### src/rtl/epoch_to_bcd_datetime_pkg.sv
// Shared types, constants and helpers for the epoch -> BCD date/time converter.
// Optional weekday output is controlled by the EPOCH_WEEKDAY_EN macro.
package epoch_to_bcd_datetime_pkg;

    typedef enum logic [3:0] {
        IDLE, ADJ, DIV_DAY, DIV_HOUR, DIV_MIN, DIV_WD, YEAR, MONTH, OUT
    } state_t;

    localparam logic [31:0] SEC_PER_DAY  = 32'd86400;
    localparam logic [31:0] SEC_PER_HOUR = 32'd3600;
    localparam logic [31:0] SEC_PER_MIN  = 32'd60;
    localparam logic [11:0] EPOCH_YEAR   = 12'd1970;

    localparam logic [15:0] RST_YEAR_BCD  = 16'h1970;
    localparam logic [7:0]  RST_MONTH_BCD = 8'h01;
    localparam logic [7:0]  RST_DAY_BCD   = 8'h01;
    localparam logic [7:0]  RST_HMS_BCD   = 8'h00;
    localparam logic [2:0]  RST_WEEKDAY   = 3'd4;

    // Gregorian leap rule restricted to 1970..2106: only 2100 is a century year.
    function automatic logic is_leap(input logic [11:0] y);
        return (y[1:0] == 2'd0) && (y != 12'd2100);
    endfunction

    // Month-length ROM; m is binary 1..12.
    function automatic logic [4:0] month_len(input logic [3:0] m, input logic leap);
        case (m)
            4'd2:                        month_len = leap ? 5'd29 : 5'd28;
            4'd4, 4'd6, 4'd9, 4'd11:     month_len = 5'd30;
            default:                     month_len = 5'd31;
        endcase
    endfunction

    // Four-digit BCD increment, each digit wraps at 9 and carries upward.
    function automatic logic [15:0] bcd_inc16(input logic [15:0] v);
        logic [15:0] r;
        logic        c;
        r = v;
        c = 1'b1;
        for (int i = 0; i < 4; i++) begin
            if (c) begin
                if (r[i*4 +: 4] == 4'd9) begin
                    r[i*4 +: 4] = 4'd0;
                end else begin
                    r[i*4 +: 4] = r[i*4 +: 4] + 4'd1;
                    c = 1'b0;
                end
            end
        end
        return r;
    endfunction

    // Binary 0..59 to two BCD digits by counting tens (at most five).
    function automatic logic [7:0] to_bcd8(input logic [5:0] v);
        logic [2:0] tens;
        logic [5:0] r;
        tens = 3'd0;
        r    = v;
        for (int i = 0; i < 5; i++) begin
            if (r >= 6'd10) begin
                r    = r - 6'd10;
                tens = tens + 3'd1;
            end
        end
        return {1'b0, tens, r[3:0]};
    endfunction

endpackage

### src/rtl/epoch_to_bcd_datetime_seq_div32.sv
// seq_div32: restoring 32/32 divider. One load cycle (start), then 32 shift/
// subtract steps; done is high for the single cycle after the last step.
module seq_div32 (
    input  logic        clk,
    input  logic        reset_n,
    input  logic        start,
    input  logic [31:0] dividend,
    input  logic [31:0] divisor,
    output logic [31:0] quotient,
    output logic [31:0] remainder,
    output logic        done
);
    logic [31:0] q, r, dvs;
    logic [5:0]  cnt;
    logic        run;
    logic [32:0] r_sh, r_sub;

    // Trial subtraction: borrow out of bit 32 means the shifted remainder is smaller.
    always_comb begin
        r_sh  = {r, q[31]};
        r_sub = r_sh - {1'b0, dvs};
    end

    assign done      = run && (cnt == 6'd32);
    assign quotient  = q;
    assign remainder = r;

    // Iteration state; a new start always wins, even in the done cycle.
    always_ff @(posedge clk) begin
        if (!reset_n) begin
            q   <= '0;
            r   <= '0;
            dvs <= '0;
            cnt <= '0;
            run <= 1'b0;
        end else if (start) begin
            q   <= dividend;
            r   <= '0;
            dvs <= divisor;
            cnt <= '0;
            run <= 1'b1;
        end else if (run) begin
            if (cnt != 6'd32) begin
                cnt <= cnt + 6'd1;
                if (!r_sub[32]) begin
                    r <= r_sub[31:0];
                    q <= {q[30:0], 1'b1};
                end else begin
                    r <= r_sh[31:0];
                    q <= {q[30:0], 1'b0};
                end
            end else begin
                run <= 1'b0;
            end
        end
    end
endmodule

### src/rtl/epoch_to_bcd_datetime.sv
// epoch_to_bcd_datetime: converts Unix seconds (plus a fixed zone offset) to
// BCD calendar date/time using one shared sequential divider and a year/month
// walk. Define EPOCH_WEEKDAY_EN to add the weekday output and its divide pass.
module epoch_to_bcd_datetime
    import epoch_to_bcd_datetime_pkg::*;
#(
    parameter int signed   TZ_OFFSET_S  = 28800,
    parameter logic [15:0] YEAR_MAX_BCD = 16'h2106
) (
    input  logic        clk,
    input  logic        reset_n,
    input  logic        start,
    input  logic [31:0] epoch,
    output logic        busy,
    output logic        done,
    output logic [15:0] year_bcd,
    output logic [7:0]  month_bcd,
    output logic [7:0]  day_bcd,
    output logic [7:0]  hour_bcd,
    output logic [7:0]  minute_bcd,
    output logic [7:0]  second_bcd
`ifdef EPOCH_WEEKDAY_EN
    ,
    output logic [2:0]  weekday
`endif
);
    localparam logic signed [33:0] TZ34 = {{2{TZ_OFFSET_S[31]}}, TZ_OFFSET_S};

    state_t      state;
    logic [31:0] epoch_q;
    logic [16:0] days, d;
    logic [4:0]  hour_q;
    logic [5:0]  min_q, sec_q;
    logic [11:0] yr;
    logic [15:0] yr_bcd;
    logic [3:0]  m;
    logic [7:0]  m_bcd;
`ifdef EPOCH_WEEKDAY_EN
    logic [2:0]  wd_q;
`endif

    logic signed [33:0] t_sum;
    logic [31:0] t_adj;
    logic [8:0]  ylen;
    logic [4:0]  mlen;
    logic        div_start, div_done;
    logic [31:0] div_dividend, div_divisor, div_quot, div_rem;
    logic        unused_quot_hi;

    assign unused_quot_hi = ^div_quot[31:17];

    // Zone offset with saturation into the unsigned 32-bit range.
    always_comb begin
        t_sum = $signed({2'b00, epoch_q}) + TZ34;
        if (t_sum[33])      t_adj = 32'd0;
        else if (t_sum[32]) t_adj = 32'hFFFF_FFFF;
        else                t_adj = t_sum[31:0];
    end

    // Current year and month lengths for the walk.
    always_comb begin
        ylen = is_leap(yr) ? 9'd366 : 9'd365;
        mlen = month_len(m, is_leap(yr));
    end

    // Divider sequencing: the next pass loads in the cycle the previous one finishes.
    always_comb begin
        div_start    = 1'b0;
        div_dividend = t_adj;
        div_divisor  = SEC_PER_DAY;
        case (state)
            ADJ: div_start = 1'b1;
            DIV_DAY: if (div_done) begin
                div_start    = 1'b1;
                div_dividend = div_rem;
                div_divisor  = SEC_PER_HOUR;
            end
            DIV_HOUR: if (div_done) begin
                div_start    = 1'b1;
                div_dividend = div_rem;
                div_divisor  = SEC_PER_MIN;
            end
`ifdef EPOCH_WEEKDAY_EN
            DIV_MIN: if (div_done) begin
                div_start    = 1'b1;
                div_dividend = {15'd0, days} + 32'd4;
                div_divisor  = 32'd7;
            end
`endif
            default: ;
        endcase
    end

    seq_div32 u_div (
        .clk       (clk),
        .reset_n   (reset_n),
        .start     (div_start),
        .dividend  (div_dividend),
        .divisor   (div_divisor),
        .quotient  (div_quot),
        .remainder (div_rem),
        .done      (div_done)
    );

    // Main conversion FSM with registered outputs.
    always_ff @(posedge clk) begin
        if (!reset_n) begin
            state      <= IDLE;
            busy       <= 1'b0;
            done       <= 1'b0;
            year_bcd   <= RST_YEAR_BCD;
            month_bcd  <= RST_MONTH_BCD;
            day_bcd    <= RST_DAY_BCD;
            hour_bcd   <= RST_HMS_BCD;
            minute_bcd <= RST_HMS_BCD;
            second_bcd <= RST_HMS_BCD;
            epoch_q    <= '0;
            days       <= '0;
            d          <= '0;
            hour_q     <= '0;
            min_q      <= '0;
            sec_q      <= '0;
            yr         <= EPOCH_YEAR;
            yr_bcd     <= RST_YEAR_BCD;
            m          <= 4'd1;
            m_bcd      <= 8'h01;
`ifdef EPOCH_WEEKDAY_EN
            wd_q       <= RST_WEEKDAY;
            weekday    <= RST_WEEKDAY;
`endif
        end else begin
            done <= 1'b0;
            case (state)
                IDLE: if (start && !done) begin
                    epoch_q <= epoch;
                    busy    <= 1'b1;
                    state   <= ADJ;
                end
                ADJ: state <= DIV_DAY;
                DIV_DAY: if (div_done) begin
                    days  <= div_quot[16:0];
                    state <= DIV_HOUR;
                end
                DIV_HOUR: if (div_done) begin
                    hour_q <= div_quot[4:0];
                    state  <= DIV_MIN;
                end
                DIV_MIN: if (div_done) begin
                    min_q  <= div_quot[5:0];
                    sec_q  <= div_rem[5:0];
                    d      <= days;
                    yr     <= EPOCH_YEAR;
                    yr_bcd <= RST_YEAR_BCD;
                    m      <= 4'd1;
                    m_bcd  <= 8'h01;
`ifdef EPOCH_WEEKDAY_EN
                    state  <= DIV_WD;
`else
                    state  <= YEAR;
`endif
                end
`ifdef EPOCH_WEEKDAY_EN
                DIV_WD: if (div_done) begin
                    wd_q  <= div_rem[2:0];
                    state <= YEAR;
                end
`endif
                YEAR: begin
                    if ((yr_bcd != YEAR_MAX_BCD) && (d >= {8'd0, ylen})) begin
                        d      <= d - {8'd0, ylen};
                        yr     <= yr + 12'd1;
                        yr_bcd <= bcd_inc16(yr_bcd);
                    end else begin
                        state <= MONTH;
                    end
                end
                MONTH: begin
                    if (d >= {12'd0, mlen}) begin
                        d     <= d - {12'd0, mlen};
                        m     <= m + 4'd1;
                        m_bcd <= (m_bcd[3:0] == 4'd9) ? 8'h10 : m_bcd + 8'd1;
                    end else begin
                        state <= OUT;
                    end
                end
                OUT: begin
                    year_bcd   <= yr_bcd;
                    month_bcd  <= m_bcd;
                    day_bcd    <= to_bcd8({1'b0, d[4:0]} + 6'd1);
                    hour_bcd   <= to_bcd8({1'b0, hour_q});
                    minute_bcd <= to_bcd8(min_q);
                    second_bcd <= to_bcd8(sec_q);
`ifdef EPOCH_WEEKDAY_EN
                    weekday    <= wd_q;
`endif
                    done       <= 1'b1;
                    busy       <= 1'b0;
                    state      <= IDLE;
                end
                default: state <= IDLE;
            endcase
        end
    end
endmodule
### config.mk
export PLATFORM = sky130hd
export DESIGN_NAME = epoch_to_bcd_datetime
export DESIGN_NICKNAME = d
export VERILOG_FILES = /design/src/rtl/epoch_to_bcd_datetime_pkg.sv /design/src/rtl/epoch_to_bcd_datetime_seq_div32.sv /design/src/rtl/epoch_to_bcd_datetime.sv
export SDC_FILE = /design/constraint.sdc
export NUM_CORES = 1
export LEC_CHECK = 0
export ABC_AREA = 1
export BUFFER_PORTS_ARGS = -buffer_cell sky130_fd_sc_hd__buf_2
export CORE_MARGIN = 4
export CORE_UTILIZATION = 51
export CTS_CLUSTER_SIZE = 16
export DETAILED_ROUTE_END_ITERATION = 6
export PLACE_DENSITY_LB_ADDON = 0.3
export SYNTH_ARGS = -nofsm -noshare
export SYNTH_HDL_FRONTEND = slang
export SYNTH_SLANG_ARGS = --single-unit
### constraint.sdc
create_clock -name clk -period 10.4 [get_ports clk]
set_input_delay 3.12 -clock clk [delete_from_list [all_inputs] [get_ports clk]]
set_output_delay 3.12 -clock clk [all_outputs]
set_load 0.05 [all_outputs]
# == Word-level counts from Yosys, hierarchy flattened ==
# Index checks and enable logic that the tools add are counted.
# W data, S select, Z words.
# classes
addsub,49
order_cmp,22
n_eq_ne,32
mux,172
bitwise_logic,1
n_reduce_logical,30
# ops
op,n
$mux W6,48
$mux W32,8
$mux W3,48
$ge A6 B4 Y1 const B,19
$sub A6 B4 Y6 const B,15
$mux W17,5
$mux W4,19
$pmux W17 S3,1
$add A3 B1 Y3 const B,16
$pmux W17 S2,1
$add A32 B15 Y33 const B,1
$sub A33 B32 Y33,1
$eq A4 B4 Y1 const B,8
$mux W16,2
$pmux W16 S2,1
$pmux W4 S7,1
$mux W1,26
$mux W12,2
$mux W8,3
$pmux W12 S2,1
$ne A2 B2 Y1 const B,11
$add A4 B1 Y4 const B,5
$eq A4 B3 Y1 const B,5
$ge A17 B5 Y1,1
other kinds (34),58
# word_totals
ff_bits,284
inputBits,35
output_inout_bits,58
wordCells,333

# == Longest topological paths before layout ==
# depth
depth_word,19
depth_mapped,43
depth_no_buf,43

# == Hierarchy ==
# Synthesis repeated with hierarchy kept, for this count alone.
# hier_totals
hier_cells,3033
hier_area_um2,19477.4
# by_module_without_submodules
mod,n_inst,cells_each,area_per_inst_um2
epoch_to_bcd_datetime,1,1873,12539.5
seq_div32,1,1160,6937.9

# == Worst setup path before layout ==
# No wires, ideal clock.
# synth_path
path_type,register to register
from,reg d[1]
to,reg day_bcd[6]
arrival_ns,4.189
required_ns,10.291
slack_ns,6.102
stages_incl_launch_ff,41
path_buffers,0
path_cell_list,dfxtp_1 ha_1 nand2_1 nand2_1 inv_1 ha_1 nand2_1 inv_1 nand3_1 nand2_1 nor2_4 nand2_1 nand2_1 inv_1 ha_1 nand2_1 nor2_1 nand2_1 [5 not listed] nand2_1 nor2_1 inv_1 nand3_2 xnor2_1 inv_1 ha_1 inv_1 nand2_1 o21ai_0 inv_1 ha_1 nand3_1 nand2_1 nand2_1 nand3_1 nand2_1 inv_1
# synth_between
elab_chain_cells,19
elab_cells_between_ends,39
classes_between,add/sub: 9; order compare: 5; mux: 25
# synth_lines
item,line_no,rtl
"start, declared",epoch_to_bcd_datetime.sv:31,"logic [16:0] days, d;"
"start signal, assigned",epoch_to_bcd_datetime.sv:151,d <= days;
"start signal, assigned",epoch_to_bcd_datetime.sv:170,"d <= d - {8'd0, ylen};"
"start signal, assigned",epoch_to_bcd_datetime.sv:179,"d <= d - {12'd0, mlen};"
$add A5 B1 Y6 (*),epoch_to_bcd_datetime.sv:189,"day_bcd <= to_bcd8({1'b0, d[4:0]} + 6'd1);"
$sub A6 B4 Y6 or $ge A6 B4 Y1 (tied branches),"epoch_to_bcd_datetime_pkg.sv:61, epoch_to_bcd_datetime_pkg.sv:60",
$mux W6 or $mux W1 (tied branches),epoch_to_bcd_datetime_pkg.sv:60,if (r >= 6'd10) begin
$mux W6 or $mux W3 (tied branches),epoch_to_bcd_datetime.sv:133,case (state)
$mux W6 or $mux W3 (tied branches),epoch_to_bcd_datetime.sv:107,if (!reset_n) begin
$sub A6 B4 Y6 (tied with other cells),epoch_to_bcd_datetime_pkg.sv:61,r = r - 6'd10;
$mux W6 or $mux W3 (tied branches),epoch_to_bcd_datetime_pkg.sv:60,
$mux W6 or $mux W3 (tied branches),epoch_to_bcd_datetime.sv:133,
[3 not listed],--,
$mux W6 or $mux W3 (tied branches),epoch_to_bcd_datetime.sv:133,
$mux W6 or $mux W3 (tied branches),epoch_to_bcd_datetime.sv:107,
$sub A6 B4 Y6 (tied with other cells),epoch_to_bcd_datetime_pkg.sv:61,
$mux W6 or $mux W3 (tied branches),epoch_to_bcd_datetime_pkg.sv:60,
$mux W6 or $mux W3 (tied branches),epoch_to_bcd_datetime.sv:133,
$mux W6 or $mux W3 (tied branches),epoch_to_bcd_datetime.sv:107,
$ge A6 B4 Y1 or $add A3 B1 Y3 (tied branches),"epoch_to_bcd_datetime_pkg.sv:60, epoch_to_bcd_datetime_pkg.sv:62",
$mux W3 (*),epoch_to_bcd_datetime_pkg.sv:60,
"end signal, assigned",epoch_to_bcd_datetime.sv:189,
"end, declared",epoch_to_bcd_datetime.sv:18,"output logic [7:0] day_bcd,"
# Every way passes the cells marked *; elsewhere a longest branch is shown, timed or not. The select of a mux whose other input is x is not followed.
# A chain may end at the register's enable or synchronous reset.

# == Worst setup path in the final report ==
# layout_path
from,reg yr[4]
to,reg yr_bcd[13]
# layout_between
elab_chain_cells,7
# layout_lines
item,line_no,rtl
"start, declared",epoch_to_bcd_datetime.sv:34,logic [11:0] yr;
"start signal, assigned",epoch_to_bcd_datetime.sv:171,yr <= yr + 12'd1;
$ne A12 B12 Y1,epoch_to_bcd_datetime_pkg.sv:22,return (y[1:0] == 2'd0) && (y != 12'd2100);
$logic_and A1 B1 Y1,epoch_to_bcd_datetime_pkg.sv:22,
$mux W2,epoch_to_bcd_datetime.sv:62,ylen = is_leap(yr) ? 9'd366 : 9'd365;
$ge A17 B9 Y1,epoch_to_bcd_datetime.sv:169,"if ((yr_bcd != YEAR_MAX_BCD) && (d >= {8'd0, ylen})) begin"
$logic_and A1 B1 Y1,epoch_to_bcd_datetime.sv:169,
$ne A2 B2 Y1 (no source line),--,
$reduce_and A4 Y1 (no source line),--,
"end signal, assigned",epoch_to_bcd_datetime.sv:172,yr_bcd <= bcd_inc16(yr_bcd);
"end, declared",epoch_to_bcd_datetime.sv:35,logic [15:0] yr_bcd;
# Every way passes these cells.

==> flow_metrics.tcl <==
set metrics [dict create \
    clk_pin_slew_worst_paths_ps 60 \
    cp_max_fo 11 \
    antennaDiodeCount 0 \
    min_path_type "register to register" \
    clockRootBuffer "clkbuf_16" \
    gr-usage-met3_pct 2.80 \
    grt_overflow 0 \
    wl_per_cell_um 14.3 \
    gp_congestion 0.885 \
    synthTopCellsByCount "nand2_1 (562), inv_1 (315), dfxtp_1 (256), nor2_1 (228), o21ai_0 (174)" \
    yosys_most_used_dff "dfxtp_1" \
    powerDensity_nw_per_um2 272 \
    route.vias.total 15600 \
    rsz0062_at_grt "false" \
    cts_resized 0 \
    dieArea_um2 34700 \
    cts_tree "yes" \
    skew_ps 21.7 \
    required_ps 10810 \
    h-tree-depth 1 \
    min_period_over_period_pct 48.3 \
    coreArea_um2 31000 \
    top_usage_layer "met2" \
    yosys-top-cells-area "dfxtp_1 (32%), nand2_1 (13%), inv_1 (7.3%), ha_1 (6.0%), o21ai_0 (5.4%)" \
    cts_num_sinks 256 \
    die_h_um 186 \
    ys_ff_latch 256 \
    synth-edff-count 0 \
    drt_pass1_iterations 5 \
    cpMostUsedCell "nor2_1" \
    grt_first_pass_wirelength_um 68700 \
    grt_pass1_vias 14500 \
    nets 2565 \
    status "finished, final reports clean" \
    fin_setup_tns_ps 0 \
    io_buffers 88 \
    max-vdd-ir-drop_v 0.000217 \
    synthArstFlopShare_pct 0 \
    pre_cts_ws_ps 5060 \
    syn-instance-count 2396 \
    core.rowCount 64 \
    cp-end-kind "register" \
    drt_wl_total_um 41000 \
    fmax_mhz 199 \
    hpwlAfterDp_um 30000 \
    finalCriticalPeriod_ps 5020 \
    synth_top_cell_by_area "dfxtp_1" \
    floorplan.initialDensity_pct 52.3 \
    syn_area_um2 16200 \
    total_leakage_power_uw 0.00841 \
    timing.slew.headroom_pct 21.8 \
    drt_iter0_markers 1086 \
    synth.distinct_cells 64 \
    setup_ws_ps 5380 \
    yosys_warnings 0 \
    yosysSeqAreaShare_pct 31.6 \
    num_io_pins 93 \
    syn_area_per_cell_um2 6.76 \
    multiInputGateArea_um2 9500 \
    drive_gt1_share_pct 10.5 \
    regArea_um2 5120 \
    crit_chain "nand2_1 > nor3_1 > nand4_1 > o41ai_1 > ha_1 > a21o_1 > inv_1 > nor2_1 > nor2_1 > nor2_1 > o21ai_0 > nand2_1 > nand2_1 > a21oi_1 > nand2_1 > nor2_1 > nand4_1 > nor2_1 > nor2_1 > a21oi_1 > nand2_1 > o41ai_1 > nor2_1" \
    die_x_um 186 \
    area_growth_pct 10.9 \
    cts_buffers 29 \
    arrival_ps 5430 \
    maxCapViolations 0 \
    cpMaxStageDelayCell "o41ai_1" \
    grt_util_met1_pct 31.0 \
    grt_util_met2_pct 40.0 \
    route.detailed.drc 0 \
    start_kind "register" \
    grt_usage_pct 23.3 \
    post-route-util_pct 57.9 \
    final-setup-viol-count 0 \
    post-cts-setup-buffers 0 \
    hold_violations 0 \
    critical-path-max-stage-delay_ps 830 \
    avgViaCountPerCell 5.43 \
    postRouteAntennaNets 0 \
    nFillCells 2921 \
    antenna_found_initial 0 \
    grt_max_degree 77 \
    cpLargestDelayFamily "simple AND/OR/NAND/NOR gates" \
    clk_latency_ps 550 \
    synth_top_area_share_pct 31.6 \
    stdcell_count 2867 \
    place_inst 2814 \
    clock_path_buffers 3 \
    synth.most_common_cell "nand2_1" \
    drv_slew 0 \
    postCtsHoldBufs 0 \
    path_buf_inv 1 \
    tightest_slew_ps 1170 \
    critPathKind "register to register" \
]
-- worst min-delay path, delay by kind of cell (launching register included) --
family | cells | cell delay (ps)
AND/OR/NAND/NOR | 2 | 100
flip-flops | 1 | 300
-- flip-flops by register name (all words and copies together) (netlist names), 6 cells and up --
signal and cells:
min_q 6, yr 12, yr_bcd 16, day_bcd 7, u_div.remainder 32, u_div.cnt 6, d 17, hour_bcd 7
days 17, year_bcd 16, epoch_q 32, m_bcd 8, sec_q 6, second_bcd 7, u_div.quotient 32, month_bcd 8
minute_bcd 7
-- report_power, final --
part / total, µW / switching [µW] / internal (µW) / leakage (µW)
logic: 2510 / 1630 / 880 / 0.00582
clock network: 1080 / 411 / 673 / 0.000514
registers: 1290 / 171 / 1120 / 0.00208
total: 4880 / 2210 / 2670 / 0.00841
-- kinds of logic (layout without fill, tap and decap cells) --
logic type / count (synthesis) / after routing / share of synthesized area, %
AO/OA/AOI/OAI: 492 / 492 / 18.0
XOR/XNOR: 76 / 76 / 4.53
adder cells (fa/ha/maj): 81 / 81 / 6.40
buffers and inverters: 416 / 488 / 9.90
flip-flops: 256 / 256 / 31.6
other: 1 / 4 / 0.0232
AND/OR/NAND/NOR: 1074 / 1074 / 29.5
-- metal layers --
| layer | wire, µm | vias to the layer above | part of all wire, % |
|---|---|---|---|
| li1 | - | 7979 | - |
| met1 | 18600 | 7122 | 45 |
| met2 | 19100 | 402 | 47 |
| met3 | 2250 | 70 | 5.5 |
| met4 | 1050 | 0 | 2.6 |
| met5 | 0 | - | 0 |
-- stage by stage --
stage	total power (µW)	hold WS, ps	instance area (µm²)
2_1_floorplan	3260	425	16200
3_3_place_gp	3710	433	16900
3_5_place_dp	3770	436	16900
4_1_cts	4880	451	18000
5_1_grt	5320	479	18000
6_report	4880	448	18000
-- cells in the final DEF, fill, tap and decap left out, drive strengths merged, types with 14 or more instances in the layout --
cell	count
o21ai	196
xor2	54
nor3	29
a21oi	147
buf	104
ha	78
nand4	43
clkbuf	40
dfxtp	256
o211ai	24
nor2	240
nand3	117
inv	326
xnor2	22
a31oi	38
nand2	598
nor4	14
o221ai	33
-- worst paths after layout --
| check | from | endpoint | slack (ps) | depth (start not counted) |
|---|---|---|---|---|
| worst max register to register | yr[4]$_SDFFE_PN1P_ | yr_bcd[13]$_SDFFE_PN0P_ | 5380 | 23 |
| worst min-delay path | day_bcd[1]$_SDFFE_PN0P_ | day_bcd[1]$_SDFFE_PN0P_ | 450 | 2 |
| worst min register to register | day_bcd[1]$_SDFFE_PN0P_ | day_bcd[1]$_SDFFE_PN0P_ | 450 | 2 |
| worst max-delay path | yr[4]$_SDFFE_PN1P_ | yr_bcd[13]$_SDFFE_PN0P_ | 5380 | 23 |
-- final cells by class --
class,instances,share of cell area [%]
Multi-Input combinational cell,1727,52.9
Timing Repair Buffer,104,3.12
Clock inverter,13,0.997
Inverter,331,6.92
Tap cell,396,2.76
Sequential cell,256,28.5
Clock buffer,40,4.77
No activity file was read; power rests on OpenSTA's default activity.
